<file path="config.mk">
export PLATFORM = sky130hd
export DESIGN_NAME = rr_channel_scheduler
export DESIGN_NICKNAME = d
export VERILOG_FILES = /design/src/rtl/rr_channel_scheduler.sv
export SDC_FILE = /design/constraint.sdc
export NUM_CORES = 1
export LEC_CHECK = 0
export ABC_CLOCK_PERIOD_IN_PS = 2950
export BUFFER_PORTS_ARGS = -buffer_cell sky130_fd_sc_hd__buf_4
export CAP_MARGIN = 20
export CORE_ASPECT_RATIO = 1.25
export CORE_MARGIN = 2
export CORE_UTILIZATION = 45
export CTS_BUF_LIST = sky130_fd_sc_hd__clkbuf_8
export CTS_CLUSTER_DIAMETER = 100
export DETAILED_ROUTE_END_ITERATION = 8
export PLACE_DENSITY = 0.69
export SLEW_MARGIN = 25
export SYNTH_ARGS = -nofsm -noshare
export SYNTH_HDL_FRONTEND = slang
export SYNTH_SLANG_ARGS = --single-unit
</file>
<file path="constraint.sdc">
create_clock -name clk -period 2.95 [get_ports clk]
set_clock_uncertainty 0.2 [all_clocks]
set_input_delay 0.295 -clock clk [delete_from_list [all_inputs] [get_ports clk]]
set_output_delay 0.295 -clock clk [all_outputs]
set_load 0.02 [all_outputs]
</file>
<file path="src/rtl/rr_channel_scheduler.sv">
// Round-robin scheduler sharing one downstream channel among NUM_CH requesters.
// Request-driven slots with bounded dwell, a one-cycle settle gap, and sticky served flags.
module rr_channel_scheduler #(
    parameter int NUM_CH = 4,
    parameter int IDX_W  = 2,
    parameter int HOLD_W = 4
) (
    input  logic              clk,
    input  logic              rst_n,
    input  logic [NUM_CH-1:0] req,
    input  logic [HOLD_W-1:0] hold_len,
    input  logic              served_clr,
    output logic [NUM_CH-1:0] gnt,
    output logic [IDX_W-1:0]  gnt_idx,
    output logic              gnt_valid,
    output logic [NUM_CH-1:0] served
);

    localparam logic [1:0] ST_IDLE  = 2'd0;
    localparam logic [1:0] ST_GRANT = 2'd1;
    localparam logic [1:0] ST_GAP   = 2'd2;

    logic [1:0]        state;
    logic [IDX_W-1:0]  last_ptr;
    logic [HOLD_W-1:0] hold_cnt;
    logic [HOLD_W-1:0] hold_lim;

    logic              win_found;
    logic [IDX_W-1:0]  win_idx;
    logic [IDX_W-1:0]  cand;
    logic              release_now;
    logic [NUM_CH-1:0] served_nxt;

    // Search upward from last_ptr+1; IDX_W-bit addition wraps modulo NUM_CH.
    always_comb begin
        win_found = 1'b0;
        win_idx   = '0;
        cand      = '0;
        for (int unsigned i = 1; i <= NUM_CH; i++) begin
            cand = last_ptr + IDX_W'(i);
            if (!win_found && req[cand]) begin
                win_found = 1'b1;
                win_idx   = cand;
            end
        end
    end

    assign release_now = (state == ST_GRANT) &&
                         (!req[gnt_idx] || (hold_cnt == hold_lim));

    // A release set takes priority over a same-cycle clear for its bit.
    always_comb begin
        served_nxt = served_clr ? '0 : served;
        if (release_now) begin
            served_nxt[gnt_idx] = 1'b1;
        end
    end

    always_ff @(posedge clk or negedge rst_n) begin
        if (!rst_n) begin
            state     <= ST_IDLE;
            last_ptr  <= IDX_W'(NUM_CH - 1);
            hold_cnt  <= '0;
            hold_lim  <= '0;
            gnt       <= '0;
            gnt_idx   <= '0;
            gnt_valid <= 1'b0;
            served    <= '0;
        end else begin
            served <= served_nxt;
            case (state)
                ST_IDLE, ST_GAP: begin
                    if (win_found) begin
                        state     <= ST_GRANT;
                        gnt       <= {{(NUM_CH-1){1'b0}}, 1'b1} << win_idx;
                        gnt_idx   <= win_idx;
                        gnt_valid <= 1'b1;
                        hold_lim  <= hold_len;
                        hold_cnt  <= '0;
                    end else begin
                        state <= ST_IDLE;
                    end
                end
                ST_GRANT: begin
                    if (release_now) begin
                        state     <= ST_GAP;
                        gnt       <= '0;
                        gnt_valid <= 1'b0;
                        last_ptr  <= gnt_idx;
                    end else begin
                        hold_cnt <= hold_cnt + HOLD_W'(1);
                    end
                end
                default: begin
                    state     <= ST_IDLE;
                    gnt       <= '0;
                    gnt_valid <= 1'b0;
                end
            endcase
        end
    end

endmodule

</file>
== After elaboration in Yosys (flattened, before gate mapping) ==
Index checks and enable logic that the tools add are counted.

* Flip-flop bits (word level): 23
* Output and inout port bits: 11

* $add $sub $neg: 4
* Order comparisons: 6
* Eq/ne operators: 6
* Shifts and indexed selects: 1
* Muxes and demuxes: 34
* Bitwise operators: 1
* Reduce and logical (&&, ||, !) cells: 17

{| class="wikitable"
|+ Operator list
! kind !! count
|-
| $mux 4 || 6
|-
| $pmux 4 s2 || 2
|-
| $lt 2x3->1 const B || 5
|-
| $mux 1 || 13
|-
| $bmux 1 s2 || 5
|-
| $mux 2 || 5
|-
| $ne 2x2->1 const B || 3
|-
| $reduce_and 2->1 || 3
|-
| $logic_and 1x1->1 || 5
|-
| $add 2x2->2 const B || 2
|-
| $add 4x1->4 const B || 1
|-
| $eq 4x4->1 || 1
|-
| $logic_not 1->1 || 4
|-
| $or 4x4->4 || 1
|-
| $pmux 2 s2 || 1
|-
| $shl 1x2->4 const A || 1
|-
| $reduce_and 3->1 || 1
|-
| $add 2x1->2 const B || 1
|-
| $demux 1 s2 || 1
|-
| $eq 2x1->1 const B || 1
|-
| $eq 2x2->1 const B || 1
|-
| $ge 2x1->1 const B || 1
|-
| $logic_not 2->1 || 1
|-
| $pmux 1 s2 || 1
|-
| other kinds (3) || 3
|}

== Logic depth before layout (Yosys ltp) ==
Gate-level depths: netlist of run 1.

* Word-level depth: 16
* Mapped depth: 5
* Mapped depth without buffers: 4

== Least setup slack after synthesis of run 1 ==
No wires, ideal clock.

* Path type: flip-flop to flip-flop
* Start point: register gnt_idx[1]
* End point: register hold_cnt[0]
* Setup time: 126 ps
* Arrival time: 1718 ps
* Data required time: 2624 ps
* Path slack: 906 ps
* Cell stages (with the launch flop): 5
* Path buffers: 0
* Clock period less this slack: 2044 ps
* Cell sequence: dfrtp_1 -> mux4_2 -> o41a_2 -> and3_1 -> a311o_1

* Longest elaborated chain between the ends: 7

{| class="wikitable"
|+ Ends and longest elaborated chain
! item !! RTL line !! source
|-
| from (decl) || 14 || <nowiki>output logic [IDX_W-1:0] gnt_idx,</nowiki>
|-
| from (signal assigned) || 76 || <nowiki>gnt_idx <= win_idx;</nowiki>
|-
| $bmux 1 s2 || 49 || <nowiki>(!req[gnt_idx] || (hold_cnt == hold_lim));</nowiki>
|-
| $mux 1 (not written as such) || 49 ||
|-
| $logic_not 1->1 || 49 ||
|-
| $logic_or 1x1->1 || 49 ||
|-
| $logic_and 1x1->1 || 48 || <nowiki>assign release_now = (state == ST_GRANT) &&</nowiki>
|-
| $ne 2x2->1 (no line) || n/a ||
|-
| $reduce_and 3->1 (no line) || n/a ||
|-
| to (signal assigned) || 91 || <nowiki>hold_cnt <= hold_cnt + HOLD_W'(1);</nowiki>
|-
| to (decl) || 25 || <nowiki>logic [HOLD_W-1:0] hold_cnt;</nowiki>
|}

Every way passes these cells. The select of a mux whose other input is x is not followed.
A chain may end at the register's enable or synchronous reset.

== Worst setup path after layout of run 1 ==
* Start point: register gnt_idx[1]
* End point: register gnt[2]

* Longest elaborated chain between the ends: 7

{| class="wikitable"
|+ Ends and longest elaborated chain
! item !! RTL line !! source
|-
| $bmux 1 s2 || 49 ||
|-
| $mux 1 (not written as such) || 49 ||
|-
| $logic_not 1->1 || 49 ||
|-
| $logic_or 1x1->1 || 49 ||
|-
| $logic_and 1x1->1 || 48 ||
|-
| $ne 2x2->1 (no line) || n/a ||
|-
| $reduce_and 2->1 (no line) || n/a ||
|-
| to (signal assigned) || 75 || <nowiki>gnt <= {{(NUM_CH-1){1'b0}}, 1'b1} << win_idx;</nowiki>
|-
| to (decl) || 13 || <nowiki>output logic [NUM_CH-1:0] gnt,</nowiki>
|}

Every way passes these cells. The select of a mux whose other input is x is not followed.

==> impl_metrics.tcl, run 1 <==
set metrics [dict create \
    core_area_mm2 0.00243 \
    setup_tns_ns 0 \
    slew_headroom_pct 61.6 \
    netSwitchingPower_mw 0.661 \
    ios 22 \
    insertedDiodeCount 0 \
    maxSlewViolCount 0 \
    synth-warning-count 0 \
    pre_cts_ws_ns 0.854 \
    min_path_cells 3 \
    htree_num_levels 1 \
    power.total_mw 1.53 \
    timing.final.crit_share_pct 72.2 \
    grt_usage_pct 18.7 \
    cts_resized 0 \
    hold_viol_final 0 \
    die_w_um 49.1 \
    cp.required_ns 2.88 \
    yosysUniqueCellTypes 33 \
    p_leak_nw 0.666 \
    syn_nets 121 \
    finalSetupViolCount 0 \
    ff2ff_path_depth 4 \
    cts_root_buf "clkbuf_8" \
    clockBufferDepth 2 \
    overflow 0 \
    critical_path_class "flop to flop" \
    setup_ws_ns 0.820 \
    finalCriticalPeriod_ns 2.13 \
    antenna_found_initial 0 \
    start_kind "flop" \
    dpl_cell_area_mm2 0.00133 \
    layoutNonFillerInstCount 166 \
    clock.fmax_mhz 470 \
    cts.sinks 23 \
    cts_tree "yes" \
    ir_drop_v 0.000546 \
    path_max_fanout 6 \
    final_area_mm2 0.00139 \
    cp.arrival_ns 2.06 \
    dp.cells 161 \
    power_density_mw_per_mm2 1100 \
    vias_per_cell 5.41 \
    gp_congestion 0.800 \
    avgRoutedWirePerCell_um 15.0 \
    p_comb_share_pct 47.6 \
    synth-seq-cells 23 \
    end_kind "flop" \
    syn_to_final_growth_pct 21.4 \
    yosys-top-cells-area "dfrtp_1, nand2_1, dfstp_2" \
    nets 146 \
    clk_pin_slew_worst_paths_ns 0.08 \
    firstDrtPassIters 4 \
    yosys.area.top_type "dfrtp_1" \
    yosysSeqAreaShare_pct 50.6 \
    postCtsHoldBufs 1 \
    drt-total-wl_um 2490 \
    drt_iter0_drc 15 \
    post_cts_buffers 0 \
    dieArea_mm2 0.00296 \
    dpl.hpwl_um 1920 \
    insertion_delay_ns 0.27 \
    grt_pass1_vias 857 \
    rows 20 \
    status "completed" \
    cts_buffers 3 \
    swShare_pct 43.2 \
    hold_class "primary input to flop" \
    seqPwrFrac_pct 39.7 \
    whs_ns 0.0169 \
    grt_start_max_net_pins 24 \
    drive_gt1_share_pct 25.6 \
    ant_nets 0 \
    worst_pin_slew_ns 0.574 \
    p_int_mw 0.868 \
    start_util_pct 47.1 \
    maxCapViolations 0 \
    portBuffers 21 \
    vias 898 \
    netlist_instances 109 \
    yosysTopAreaCellShare_pct 46.0 \
    grt_first_pass_wirelength_um 4100 \
    rsz0062_at_grt "false" \
    syn-cell-area_mm2 0.00114 \
    syn_avg_cell_area_um2 10.5 \
    die_h_um 60.3 \
    drc 0 \
    final_util_pct 57.1 \
    pwr-share-clk_pct 12.7 \
]
## worst max-delay path, cell delays in order, from the launching register on
cell and delay, ns:
dfrtp_1 0.49, mux4_2 0.60, o41a_2 0.16, a21oi_1 0.39
o22ai_1 0.16
## power by group through the flow
stage | Clock [mW] | Combinational [mW] | Sequential, mW
global placement | 0 | 0.710 | 0.604
CTS | 0.195 | 0.733 | 0.608
detailed placement | 0 | 0.730 | 0.612
floorplan | 0 | 0.450 | 0.644
finish | 0.195 | 0.727 | 0.607
global route | 0.206 | 0.789 | 0.629
## state kept, by name, summed over array words and instances (netlist names)
| signal | flops |
|---|---|
| gnt | 4 |
| gnt_idx | 2 |
| hold_lim | 4 |
| state | 2 |
| served | 4 |
| gnt_valid | 1 |
| hold_cnt | 4 |
| last_ptr | 2 |
## final timing paths
check | start | to | slack (ns)
worst min-delay path | hold_len[1] | hold_lim[1] | 0.02
worst max register to register | gnt_idx[1] | gnt[2] | 0.82
worst max-delay path | gnt_idx[1] | gnt[2] | 0.82
max in group asynchronous | rst_n | last_ptr[0] | 2.02
worst min register to register | hold_lim[1] | hold_lim[1] | 0.30
min in group asynchronous | rst_n | gnt[1] | 0.24
## layout make-up
type	instances	area, um^2
clock buffer	3	41.3
clock inverter	1	3.75
fill	248	1040
inverter	13	48.8
multi-input combinational	71	505
sequential	23	578
tap	33	41.3
timing repair buffer	22	168
## kinds of logic after synthesis
group	after synthesis	synth area share, %
flops	23	50.6
buf+inv	15	5.15
mux	4	5.48
xor+xnor	4	3.07
fa+ha+maj	1	1.10
compound gates	29	20.0
simple gates	33	14.6
## Yosys cell counts, drive strengths merged
cell,n
or2,2
o32ai,4
and3b,1
a311o,1
mux2,2
a21oi,3
buf,2
o211ai,4
o41a,1
mux4,1
o21a,1
o22ai,4
nor2,1
xor2,4
o21ai,4
o41ai,1
ha,1
inv,13
nor2b,3
dfrtp,21
or4,1
mux2i,1
o31ai,4
nand2b,3
and3,1
nand2,19
nand3,1
dfstp,2
nand4,1
o22a,1
a21boi,1
## per-layer routing
metal  global-route usage (%)  vias to the layer above  wire, um
met1                     22.0                      451      1040
met3                     2.22                        5        53
li1                         -                      429         -
met5                        0                        -         0
met2                     34.6                       13      1350
met4                     8.57                        0        42
## cell usage in the layout, fill, tap and decap left out, types with 2 or more instances in the layout
| cell type | n |
|---|---|
| a21oi_1 | 3 |
| o21ai_0 | 3 |
| dfstp_2 | 2 |
| clkbuf_8 | 3 |
| inv_1 | 14 |
| nor2b_1 | 3 |
| o32ai_1 | 4 |
| o22ai_1 | 4 |
| o31ai_1 | 4 |
| mux2_4 | 2 |
| nand2_1 | 18 |
| buf_4 | 21 |
| or2_2 | 2 |
| xor2_1 | 4 |
| o211ai_1 | 4 |
| nand2b_1 | 3 |
| dfrtp_1 | 21 |
No activity file was read; power rests on OpenSTA's default activity.
==> inputs of run 2 (changes only) <==
ABC_CLOCK_PERIOD_IN_PS = 2100   (was 2950)
clock period = 2.1 ns   (was 2.95 ns; I/O delays follow)
==> run 2 against run 1 <==
Effect of this change:
- cell count grew 5.4%
- non-clock buffer count grew 9
- routed wire length grew 2.7%
- via count grew 4.2%
- fmax grew 4.4%
- sequential cell count is the same
- global-route usage grew 0.56 points
- utilization grew 3.5 points
- die area is the same
- first-iteration DRC count grew 47%
==> impl_metrics.tcl, run 2 (synthesis results as in run 1) <==
set metrics [dict create \
    insertion_delay_ns 0.26 \
    r2r_start "gnt_idx[1]" \
    final_util_pct 60.6 \
    rrSetupSlack_ns 0.06 \
    worst_pin_slew_ns 0.598 \
    critical_path_class "flop to flop" \
    nets 155 \
    p_int_mw 1.28 \
    layout_common_cells "buf_4, dfrtp_1, nand2_1, inv_1, dlygate4sd3_1" \
    overflow 0 \
    dp.cells 165 \
    cts_root_buf "clkbuf_8" \
    swShare_pct 42.3 \
    ir_drop_v 0.000980 \
    core_area_mm2 0.00243 \
    reg2reg_to "hold_cnt[0]" \
    timing.final.crit_share_pct 97.1 \
    end_kind "flop" \
    netSwitchingPower_mw 0.935 \
    final_area_mm2 0.00147 \
    power_density_mw_per_mm2 1500 \
    insertedDiodeCount 0 \
    syn_to_final_growth_pct 28.8 \
    p_comb_share_pct 50.4 \
    cts.sinks 23 \
    dieArea_mm2 0.00296 \
    hold_viol_final 0 \
    start_kind "flop" \
    clock.fmax_mhz 490 \
    cp.arrival_ns 1.98 \
    layoutNonFillerInstCount 175 \
    crit_end "hold_cnt[0]" \
    cpMaxStageDelayCell "mux4_2" \
    grt_first_pass_wirelength_um 4320 \
    crit_cells 4 \
    grt_pass1_vias 967 \
    cp-startpoint "gnt_idx[1]" \
    post_cts_buffers 0 \
    setup_ws_ns 0.0600 \
    dpl.hpwl_um 1870 \
    cts_tree "yes" \
    portBuffers 21 \
    vias 936 \
    crit_family "multiplexers" \
    drc 0 \
    status "completed" \
    pre_cts_ws_ns 0.0307 \
    ff2ff_path_depth 4 \
    firstDrtPassIters 4 \
    maxSlewViolCount 0 \
    drt_iter0_drc 22 \
    htree_num_levels 1 \
    antenna_found_initial 0 \
    finalSetupViolCount 0 \
    seqPwrFrac_pct 37.4 \
    hold_class "primary input to flop" \
    whs_ns 0.153 \
    crit_chain "mux4_2 -> o41a_2 -> and3_1 -> a311o_1" \
    ios 22 \
    cts_buffers 3 \
    avgRoutedWirePerCell_um 14.6 \
    p_leak_nw 0.705 \
    grt_start_max_net_pins 24 \
    rows 20 \
    grt_usage_pct 19.2 \
    finalCriticalPeriod_ns 2.04 \
    clockBufferDepth 2 \
    vias_per_cell 5.35 \
    maxCapViolations 0 \
    cp.required_ns 2.04 \
    die_w_um 49.1 \
    pwr-share-clk_pct 12.2 \
    cpPeakStageDelay_ns 0.58 \
    rsz0062_at_grt "false" \
    drt-total-wl_um 2560 \
    start_util_pct 47.1 \
    gp_congestion 0.821 \
    clk_pin_slew_worst_paths_ns 0.08 \
    path_max_fanout 6 \
    dpl_cell_area_mm2 0.00136 \
    drive_gt1_share_pct 28.2 \
    crit_buf_inv 0 \
    setup_tns_ns 0 \
    ant_nets 0 \
    power.total_mw 2.21 \
    slew_headroom_pct 60.0 \
    die_h_um 60.3 \
    final_common_cell "buf_4" \
]
## run 2: cell count changes in the layout (fill, tap and decap cells not counted)
cell / change
inv_1: -1
a21oi_1: -1
clkinv_2: +1
a21oi_2: +1
dlygate4sd3_1: +5
buf_4: +4
## run 2: metal layers
layer,global-route usage [%],share of wire (%),vias up
met5,0,0,-
met4,8.57,1.3,0
li1,-,-,452
met2,36.9,54,21
met1,22.0,43,459
met3,1.72,2.0,4
## run 2: worst reg2reg max path, delay by kind of cell (launching register included)
family	cells	cell delay, ns
AO/OA/AOI/OAI	2	0.49
multiplexers	1	0.58
flip-flops	1	0.46
AND/OR/NAND/NOR	1	0.19
## run 2: cell type report
type                    count  area, um^2
repair buffers             31         248
fillers                   224         956
inverters                  13        48.8
multi-input cells          71         509
clock inverters             1        5.00
flip-flops and latches     23         578
clock buffers               3        41.3
well taps                  33        41.3
## run 2: timing repair
item,CTS,global route
hold buffers,6,0
gates resized for setup,0,1
endpoints found under the hold margin,31,0
setup endpoints to repair,0,4
## run 2: power by group through the flow
| stage | Combinational (mW) | Sequential [mW] | Clock [mW] |
|---|---|---|---|
| finish | 1.11 | 0.827 | 0.269 |
| global route | 1.22 | 0.855 | 0.287 |
| CTS | 1.11 | 0.826 | 0.281 |
| detailed placement | 1.10 | 0.834 | 0 |
| global placement | 1.08 | 0.823 | 0 |
| floorplan | 0.632 | 0.904 | 0 |
## run 2: worst min path at each step
| stage | startpoint | cells after the start | end | slack (ns) |
|---|---|---|---|---|
| 5_1_grt | req[0] | 3 | gnt[1] | 0.18 |
| 4_1_cts | req[0] | 3 | gnt[0] | 0.14 |
| 6_report | req[0] | 3 | gnt[0] | 0.15 |
| 3_5_place_dp | rst_n | 1 | gnt_valid | -0.07 |
| 2_1_floorplan | rst_n | 0 | gnt[0] | -0.29 |
| 3_3_place_gp | rst_n | 1 | gnt_valid | -0.08 |
